## src/rtl/fft_stage_sched.sv

```systemverilog
// Frame-level sequencer for the iterative radix-2 FFT datapath.
// After s_p reports a full frame, the sequencer walks it through every
// butterfly stage pass. It drives the mux select, the twiddle index and the
// result demux. It leaves bubbles so reg1 feedback can settle between
// passes, then hands the finished frame to p_s.
module fft_stage_sched #(
  parameter int N_STAGES = 4,
  parameter int GROUPS   = 4,
  parameter int BF_LAT   = 1,
  parameter int ROT_W    = 3
) (
  input  logic             clk,
  input  logic             rst_n,
  input  logic             s_p_flag_in,
  input  logic             ps_ready,
  output logic             mux_flag,
  output logic [ROT_W-1:0] rotation,
  output logic             demux_flag,
  output logic             p_s_flag,
  output logic             busy,
  output logic             frame_done,
  output logic             overrun
);

  localparam int SW = (N_STAGES > 1) ? $clog2(N_STAGES) : 1;
  localparam int GW = (GROUPS > 1) ? $clog2(GROUPS) : 1;
  localparam int LW = (BF_LAT > 0) ? $clog2(BF_LAT + 1) : 1;

  localparam logic [SW-1:0] STG_LAST = SW'(N_STAGES - 1);
  localparam logic [GW-1:0] GRP_LAST = GW'(GROUPS - 1);
  localparam logic [LW-1:0] GAP_LAST = LW'(BF_LAT);

  localparam logic [2:0] S_IDLE    = 3'd0;
  localparam logic [2:0] S_ISSUE   = 3'd1;
  localparam logic [2:0] S_GAP     = 3'd2;
  localparam logic [2:0] S_DRAIN   = 3'd3;
  localparam logic [2:0] S_HANDOFF = 3'd4;

  logic [2:0]    state, state_nxt;
  logic [SW-1:0] stg, stg_nxt;
  logic [GW-1:0] grp, grp_nxt;
  logic [LW-1:0] gap, gap_nxt;
  logic          ovr_st;
  logic          fire;
  logic          ovr_set;
  logic [31:0]   rot_wide;
  logic [BF_LAT-1:0] dmx_vld_p;

  // The handoff completes only when p_s is ready while we sit in HANDOFF.
  // A new frame that shows up in that same cycle is accepted, not dropped.
  assign fire    = (state == S_HANDOFF) && ps_ready;
  assign ovr_set = s_p_flag_in && (state != S_IDLE) && !fire;

  // Twiddle index: the beat index shifted by the stage number, wrapped to ROT_W bits.
  always_comb begin
    rot_wide = 32'(grp) << stg;
  end

  // Next-state and counter logic for the stage-pass sequence.
  always_comb begin
    state_nxt = state;
    stg_nxt   = stg;
    grp_nxt   = grp;
    gap_nxt   = gap;
    case (state)
      S_IDLE: begin
        if (s_p_flag_in) begin
          state_nxt = S_ISSUE;
          stg_nxt   = '0;
          grp_nxt   = '0;
        end
      end
      S_ISSUE: begin
        if (grp == GRP_LAST) begin
          grp_nxt = '0;
          if (stg != STG_LAST) begin
            state_nxt = S_GAP;
            stg_nxt   = stg + SW'(1);
          end else begin
            state_nxt = S_DRAIN;
            stg_nxt   = '0;
          end
        end else begin
          grp_nxt = grp + GW'(1);
        end
      end
      S_GAP: begin
        if (gap == GAP_LAST) begin
          gap_nxt   = '0;
          state_nxt = S_ISSUE;
        end else begin
          gap_nxt = gap + LW'(1);
        end
      end
      S_DRAIN: begin
        if (gap == GAP_LAST) begin
          gap_nxt   = '0;
          state_nxt = S_HANDOFF;
        end else begin
          gap_nxt = gap + LW'(1);
        end
      end
      S_HANDOFF: begin
        if (ps_ready) begin
          if (s_p_flag_in) begin
            state_nxt = S_ISSUE;
            stg_nxt   = '0;
            grp_nxt   = '0;
          end else begin
            state_nxt = S_IDLE;
          end
        end
      end
      default: begin
        state_nxt = S_IDLE;
        stg_nxt   = '0;
        grp_nxt   = '0;
        gap_nxt   = '0;
      end
    endcase
  end

  // FSM state, counters and the sticky overrun record.
  always_ff @(posedge clk or negedge rst_n) begin
    if (!rst_n) begin
      state  <= S_IDLE;
      stg    <= '0;
      grp    <= '0;
      gap    <= '0;
      ovr_st <= 1'b0;
    end else begin
      state <= state_nxt;
      stg   <= stg_nxt;
      grp   <= grp_nxt;
      gap   <= gap_nxt;
      if (ovr_set) begin
        ovr_st <= 1'b1;
      end
    end
  end

  // Registered outputs decoded from the current state. The last-stage issue
  // flag runs down a BF_LAT-deep line so demux_flag lines up with clac_out.
  always_ff @(posedge clk or negedge rst_n) begin
    if (!rst_n) begin
      mux_flag   <= 1'b0;
      rotation   <= '0;
      demux_flag <= 1'b0;
      p_s_flag   <= 1'b0;
      frame_done <= 1'b0;
      busy       <= 1'b0;
      overrun    <= 1'b0;
      dmx_vld_p  <= '0;
    end else begin
      mux_flag     <= ((state == S_ISSUE) && (stg != '0)) || (state == S_GAP);
      rotation     <= (state == S_ISSUE) ? rot_wide[ROT_W-1:0] : '0;
      p_s_flag     <= fire;
      frame_done   <= fire;
      busy         <= (state != S_IDLE);
      overrun      <= ovr_st;
      dmx_vld_p[0] <= (state == S_ISSUE) && (stg == STG_LAST);
      for (int i = 1; i < BF_LAT; i++) begin
        dmx_vld_p[i] <= dmx_vld_p[i-1];
      end
      demux_flag   <= dmx_vld_p[BF_LAT-1];
    end
  end

endmodule

```

## config.mk

```make
export PLATFORM = sky130hd
export DESIGN_NAME = fft_stage_sched
export DESIGN_NICKNAME = d
export VERILOG_FILES = /design/src/rtl/fft_stage_sched.sv
export SDC_FILE = /design/constraint.sdc
export NUM_CORES = 1
export LEC_CHECK = 0
export BUFFER_PORTS_ARGS = -buffer_cell sky130_fd_sc_hd__buf_2
export CAP_MARGIN = 20
export CORE_MARGIN = 2
export CORE_UTILIZATION = 55
export DETAILED_ROUTE_END_ITERATION = 8
export PLACE_DENSITY = 0.79
export SLEW_MARGIN = 40
export SYNTH_ARGS = -nofsm -noshare
export SYNTH_HDL_FRONTEND = slang
export SYNTH_SLANG_ARGS = --single-unit
```

## constraint.sdc

```tcl
create_clock -name clk -period 2 [get_ports clk]
set_clock_uncertainty 0.1 [all_clocks]
set_input_delay 0.3 -clock clk [delete_from_list [all_inputs] [get_ports clk]]
set_output_delay 0.3 -clock clk [all_outputs]
set_load 0.02 [all_outputs]
```

# Word level (Yosys, flattened, before mapping)
# Index checks and enable logic that the tools add are counted.
[word_totals] output_inout_bits=9 regBits=18 input_bits=4
[classes] add_sub_neg=3 bitwise=1 n_mux=20 n_reduce_logical=15 eq_ne=12 shift=1
[ops] op="$mux W3" count=6
[ops] op="$pmux W2 S4" count=2
[ops] op="$pmux W3 S5" count=1
[ops] op="$mux W2" count=7
[ops] op="$ne A2 B2 Y1 const B" count=6
[ops] op="$eq A3 B2 Y1 const B" count=2
[ops] op="$logic_and A1 B1 Y1" count=5
[ops] op="$reduce_and A5 Y1" count=1
[ops] op="$add A2 B1 Y2 const B" count=2
[ops] op="$eq A2 B2 Y1 const B" count=2
[ops] op="$eq A3 B1 Y1 const B" count=1
[ops] op="$eq A3 B3 Y1 const B" count=1
[ops] op="$logic_not A3 Y1" count=1
[ops] op="$mux W1" count=3
[ops] op="$reduce_and A3 Y1" count=1
[ops] op="$reduce_bool A3 Y1" count=1
[ops] op="$reduce_or A3 Y1" count=1
[ops] op="$shl A2 B2 Y3" count=1
[ops] op="$pmux W1 S2" count=1
[ops] op="$reduce_and A2 Y1" count=1
[ops] op="$reduce_bool A2 Y1" count=1
[ops] op="$reduce_or A2 Y1" count=1
[ops] op="$add A1 B1 Y1 const B" count=1
[ops] op="$logic_not A1 Y1" count=1
[ops] op="other kinds (2)" count=2

# Longest topological paths before layout
# Gate-level depths: netlist of the first run.
[logic_depth] ltp_word=4 depth_mapped=5 mapped_depth_nobuf=5

# Worst setup path before layout of the first run
# OpenSTA, ideal clock, no wires.
[synth_timing] kind="register to register" startpoint="register grp[0]" endpoint="register stg[0]" stages_incl_launch_ff=6 slack_ns=0.649 path_buffers=0 arrival_time_ns=1.129 period_less_slack_ns=1.351 path_cell_list="dfrtp_1 -> ha_1 -> inv_1 -> a21oi_1 -> o2bb2ai_1 -> a32o_1"
[synth_via] elab_chain_cells=3
[synth_rtl] item="start, declared" line="41" text="logic [GW-1:0] grp, grp_nxt;"
[synth_rtl] item="start signal, assigned" line="134" text="grp <= grp_nxt;"
[synth_rtl] item="$eq A2 B2 Y1" line="74" text="if (grp == GRP_LAST) begin"
[synth_rtl] item="$ne A2 B2 Y1 (no line)"
[synth_rtl] item="$reduce_and A3 Y1 (no line)"
[synth_rtl] item="end signal, assigned" line="133" text="stg <= stg_nxt;"
[synth_rtl] item="end, declared" line="40" text="logic [SW-1:0] stg, stg_nxt;"
# Every way passes these cells.
# A chain may end at the register's enable or synchronous reset.

# Worst setup path in the final report of the first run
[layout_timing] startpoint="register grp[0]" endpoint="register stg[1]"
# The elaborated chain is that of the path after synthesis.

==> summary.txt, run 1 <==
status = finished clean
vias in the first global route = 566
Hold Path Class = in2reg
highest clock rate = 649 MHz
all-layer global routing usage = 0.194
CP delay by family, top = compound AO/OA/AOI/OAI gates
H-tree depth = 1
DRC errors left = 0
Resized Gates After CTS = 0
Leak Pwr = 0.437 nW
Arrival @ worst endpoint = 1640 ps
clock-pin slew on the worst setup and hold paths = 100 ps
Die X = 42.2 um
I/O pin count = 13
die height = 42.2 um
period utilization = 0.771
Crit-path slowest cell = dfrtp_1
clock insertion delay at the later pin of the skew report = 300 ps
clock share of power = 0.180
min cycle time layout = 1540 ps
cts hold-fix bufs = 1
CTS Buffer Depth = 2
NetSw = 502 uW
final setup TNS = 0 ps
via count = 587
PwrDens = 1400 mW/mm^2
leading cell types in the layout, fill and taps excluded = dfrtp_1 (18), buf_2 (12), nand2_1 (7), inv_1 (5)
adder-cell share of the synthesized area = 0.0467
VDD IR-drop max = 0.663 mV
DRT antenna net count = 0
Critical Path RT = 2100 ps
total grt overflow = 0
XOR/XNOR Fraction of Synth Area = 0.0109
nets@finish = 98
largest area contributor in the netlist = dfrtp_1
CP max stage delay = 460 ps
Placeable Area = 0.00133 sq mm
Fin. Hold Viols = 0
fin worst setup slack = 459 ps
Core Rows = 13
largest net degree at the start of global routing = 19
IO buf count = 12
main combinational cell family by area after synthesis = compound AO/OA/AOI/OAI gates
Switching Share = 0.396
antenna diode count = 0
Avg Cell Area, Syn = 10.6 sq um
P&R area growth vs syn = 13.1%
cell area after synthesis = 805 sq um
CP Class = reg2reg
crit path launch type = register
# Post-CTS Setup Buffers = 0
crit-path cells = ha_1 -> inv_1 -> a21oi_1 -> o2bb2ai_1 -> a32o_1
CTS Root Cell = clkbuf_4
Total Wirelength = 1510 um
Final Max Tran Viols = 0
die area = 0.00178 sq mm
initial antenna violation count = 0
worst-path maximum fanout = 7
most common cell after layout, fill and taps aside = dfrtp_1
RSZ-0062 raised after global routing = no
flops & latches, synth = 18
Max Cap Violations = 0
Critical Path Sink Type = register
post-synthesis compound-gate area fraction = 0.163
ratio of cells with drive above 1 in the final layout = 0.200
post-synthesis mux area share = 0.0124
Filler Cell Count = 113
RePlAce Congestion = 0.831
share of the synthesized area in the top cell type = 0.560
drt pass-1 iters = 4
sequential-to-total area share from yosys stat = 0.560
Yosys Warn Count = 0
Reg power frac = 0.449
Via density = 5.59
WL per Instance = 14.4 um
placed wire-length estimate = 1030 um
Initial DRC Count = 12
Clock Sinks = 18
Final Setup Violations = 0
TritonCTS clock tree = done
pre-CTS setup slack = 505 ps
total CTS buffers = 3
Max transition margin = 0.714
P_int = 768 uW
first-pass GRT wire length = 2580 um
worst slew pin tran = 429 ps
Mapped Nets = 83
hold_ws = 101 ps
CP bufs+invs = 1
Distinct cells, synth = 31
ranking of synthesized cells by area = dfrtp_1 (56%), ha_1 (4.7%), nand2_1 (3.3%), a21oi_1 (2.5%), a32o_1 (2.5%)
Initial Util = 0.603
simple-gate share of the synthesized area = 0.154
Synth Instances = 76
combinational power share = 0.371
Pwr Total = 1.27 mW
[worst reg2reg max path: cells and delay by family (launching register included)]
family / cells / cell delay [ps]
compound gates: 3 / 480
flops: 1 / 460
buf+inv: 1 / 100
fa+ha+maj: 1 / 290
[state kept, by name, summed over array words and instances, names as in the netlist, 2 cells and up]
register / cells
grp: 2
rotation: 3
state: 3
stg: 2
[cell usage after synthesis (all sizes together)]
| library cell | instances |
|---|---|
| or2 | 1 |
| dfrtp | 18 |
| o21bai | 1 |
| nand2b | 2 |
| or3 | 1 |
| nor2 | 4 |
| ha | 3 |
| xor2 | 1 |
| o22ai | 3 |
| nand2 | 7 |
| inv | 6 |
| nor2b | 1 |
| buf | 3 |
| nor3 | 3 |
| a31oi | 1 |
| and3 | 1 |
| a32o | 2 |
| o2bb2ai | 1 |
| o21ai | 5 |
| and2 | 1 |
| nand3 | 2 |
| a2bb2oi | 1 |
| a32oi | 1 |
| a21oi | 4 |
| a22oi | 1 |
| mux2i | 1 |
| and4 | 1 |
[stage by stage]
step	cell area, sq um	instances	utilization
2_1_floorplan	805	76	-
3_3_place_gp	863	100	0.647
3_5_place_dp	863	100	0.647
4_1_cts	910	105	0.682
5_1_grt	910	105	0.682
6_report	910	105	0.682
[area by class of cell]
class,count,area (sq um),share of cell area
flip-flops and latches,18,450,0.495
multi-input cells,49,312,0.343
repair buffers,13,70.1,0.0770
clock buffers,4,36.3,0.0399
inverters,6,22.5,0.0248
well taps,15,18.8,0.0206
[cells by family after synthesis]
group | Yosys count
and+or+nand+nor | 24
xor gates and xnor gates | 1
muxes | 1
adders and majority gates | 3
buffers and inverters | 9
AOI/OAI and AO/OA | 20
DFF | 18
[per-layer routing]
metal  track usage  wire [um]  share of wire
met5             0          0              0
met4        0.0563         19          0.013
met3        0.0517         71          0.047
met2         0.326        746           0.49
met1         0.242        673           0.45
[final timing paths]
check                           startpoint    endpoint  slack (ps)  cells after the start
min in group asynchronous            rst_n      ovr_st         360                      2
max in group asynchronous            rst_n    state[2]        1160                      2
worst min-delay path              ps_ready    state[2]         100                      2
worst min register to register   dmx_vld_p  demux_flag         280                      0
worst max-delay path                grp[0]      stg[1]         460                      5
worst max register to register      grp[0]      stg[1]         460                      5
[power groups by stage]
stage	Combinational (mW)	Sequential (mW)	Clock (mW)
after floorplan	0.337	0.583	0
after global placement	0.455	0.572	0
after detailed placement	0.463	0.577	0
after CTS	0.474	0.571	0.226
after global routing	0.532	0.587	0.247
final	0.471	0.570	0.229
Power figures use the tool's default switching activity.
==> inputs of run 2 (changes only) <==
Settings changed: CORE_UTILIZATION 55 to 47, PLACE_DENSITY 0.79 to 0.72.
Clock period 2 ns to 1.2 ns, I/O delays scaled along.
==> run 2 against run 1 <==
The flow now finishes with violations (negative setup slack). Critical endpoint unchanged. Combinational power grew to 2.6 times the previous value. Via count grew 16%. Register-to-register slack lost 510 ps. Clock power grew 61%. Highest routed layer unchanged. Die area is 15% higher. First-iteration DRC count decreased by 8.3%.
==> summary.txt, run 2 (same netlist as run 1, synthesis figures left out) <==
vias in the first global route = 692 (+22%)
VDD IR-drop max = 1.09 mV (+64%)
final instance area = 0.00111 sq mm (+22%)
RePlAce Congestion = 0.824 (-0.90%)
Filler Cell Count = 116 (+2.7%)
Die X = 45.4 um (+7.4%)
highest clock rate = 801 MHz (+23%)
DRT antenna net count = 0 (unchanged)
r2r endpoint = stg[1]
hold_ws = 48.2 ps (-53.1 ps)
Critical Path RT = 1280 ps (-820 ps)
CP bufs+invs = 1 (unchanged)
total grt overflow = 0 (unchanged)
worst slew pin tran = 394 ps (-35.2 ps)
RSZ-0062 raised after global routing = yes
die area = 0.00206 sq mm (+15%)
die height = 45.4 um (+7.4%)
fin worst setup slack = -48.5 ps (-507 ps)
CP delay by family, top = compound AO/OA/AOI/OAI gates
Worst Hold Path EP = ovr_st
antenna diode count = 0 (unchanged)
crit-path cells = ha_4 -> inv_4 -> a21oi_2 -> o2bb2ai_2 -> a32o_1
Fin. Hold Viols = 0 (unchanged)
clock insertion delay at the later pin of the skew report = 290 ps (about the same)
Placeable Area = 0.00156 sq mm (+17%)
status = complete, but fails checks
IO buf count = 12 (unchanged)
TritonCTS clock tree = done
clock-pin slew on the worst setup and hold paths = 100 ps (about the same)
WL per Instance = 14.2 um (-1.3%)
CP max stage delay = 400 ps (-60 ps)
Reg2Reg Depth = 5 (unchanged)
period utilization = 1.04 (+0.270)
Clock Sinks = 18 (unchanged)
I/O pin count = 13 (unchanged)
P&R area growth vs syn = 38.3%
largest net degree at the start of global routing = 19 (unchanged)
Hold Path Class = in2reg
ratio of cells with drive above 1 in the final layout = 0.467 (+0.267)
most common cell after layout, fill and taps aside = dfrtp_1
via count = 683 (+16%)
Max transition margin = 0.738 (+0.0235)
Largest regs = rotation x3, state x3
Pwr Total = 2.53 mW (+99%)
initial antenna violation count = 0 (unchanged)
Arrival @ worst endpoint = 1330 ps (-310 ps)
Critical Path Sink Type = register
placed wire-length estimate = 1220 um (+18%)
H-tree depth = 1 (unchanged)
leading cell types in the layout, fill and taps excluded = dfrtp_1 (16), buf_4 (15), buf_2 (12), nand2_1 (7)
dpl cell area = 996 sq um (+15%)
failing checks = negative setup slack
total CTS buffers = 3 (unchanged)
reg2reg setup slack = -50 ps (-510 ps)
CP Class = reg2reg
Core Rows = 14 (+1)
Final Max Tran Viols = 0 (unchanged)
DRC errors left = 0 (unchanged)
Final Setup Violations = 5 (+5)
CTS Buffer Depth = 2 (unchanged)
Initial DRC Count = 11 (-1)
hold path depth = 3 (+1)
Max Cap Violations = 0 (unchanged)
PwrDens = 2280 mW/mm^2 (+63%)
Hold Startpoint = s_p_flag_in
critical path depth = 5 (unchanged)
Crit-path slowest cell = dfrtp_1
drt pass-1 iters = 4 (unchanged)
crit path launch type = register
CTS Root Cell = clkbuf_4
Total Wirelength = 1750 um (+16%)
RR Startpoint = grp[1]
Via density = 5.55 (-0.67%)
Core Util, Final = 0.713 (+0.0315)
first-pass GRT wire length = 2880 um (+12%)
Initial Util = 0.516 (-0.0871)
nets@finish = 115 (+17%)
Leak Pwr = 0.528 nW (+21%)
pre-CTS setup slack = -114 ps (-619 ps)
worst-path maximum fanout = 5 (-2)
all-layer global routing usage = 0.196 (+0.00249)
min cycle time layout = 1250 ps (-293 ps)
[run 2: what timing repair did]
action,4_1_cts,5_1_grt
resized for setup,9,8
pin swaps,1,3
endpoints found under the setup margin,12,13
endpoints found under the hold margin,19,0
buffers inserted,3,0
hold buffers,2,0
[run 2: worst max-delay path by stage]
stage / startpoint / to
floorplan: grp[0] / stg[0]
global placement: state[1] / stg[1]
detailed placement: state[1] / stg[0]
CTS: grp[0] / stg[1]
global route: grp[1] / stg[1]
finish: grp[1] / stg[1]
[run 2: per-layer routing]
| metal | GRT usage | part of all wire |
|---|---|---|
| met1 | 0.237 | 0.45 |
| met2 | 0.334 | 0.51 |
| met3 | 0.0357 | 0.038 |
| met4 | 0.0941 | 0.0034 |
| met5 | 0 | 0 |
[run 2: layout make-up]
| cell class | count | area [sq um] | area share |
|---|---|---|---|
| Tap cell | 16 | 20.0 | 0.0180 |
| Inverter | 6 | 25.0 | 0.0225 |
| Clock buffer | 4 | 36.3 | 0.0326 |
| Timing Repair Buffer | 30 | 204 | 0.183 |
| Sequential cell | 18 | 453 | 0.407 |
| Multi-Input combinational cell | 49 | 374 | 0.336 |
[run 2: report_power, final]
group	switching (mW)	internal [mW]
logic	0.631	0.604
registers	0.161	0.770
clock network	0.184	0.185
[run 2: through the flow]
| stage | cells | TNS (ps) |
|---|---|---|
| 3_3_place_gp | 116 | -273 |
| 6_report | 123 | -182 |
| 2_1_floorplan | 76 | -109 |
| 3_5_place_dp | 116 | -371 |
| 5_1_grt | 123 | -598 |
| 4_1_cts | 124 | -135 |
[run 2: worst min-delay path: cells and delay by family]
family / cells / cell delay [ps]
simple gates: 1 / 50
compound gates: 1 / 50
buf+inv: 1 / 120
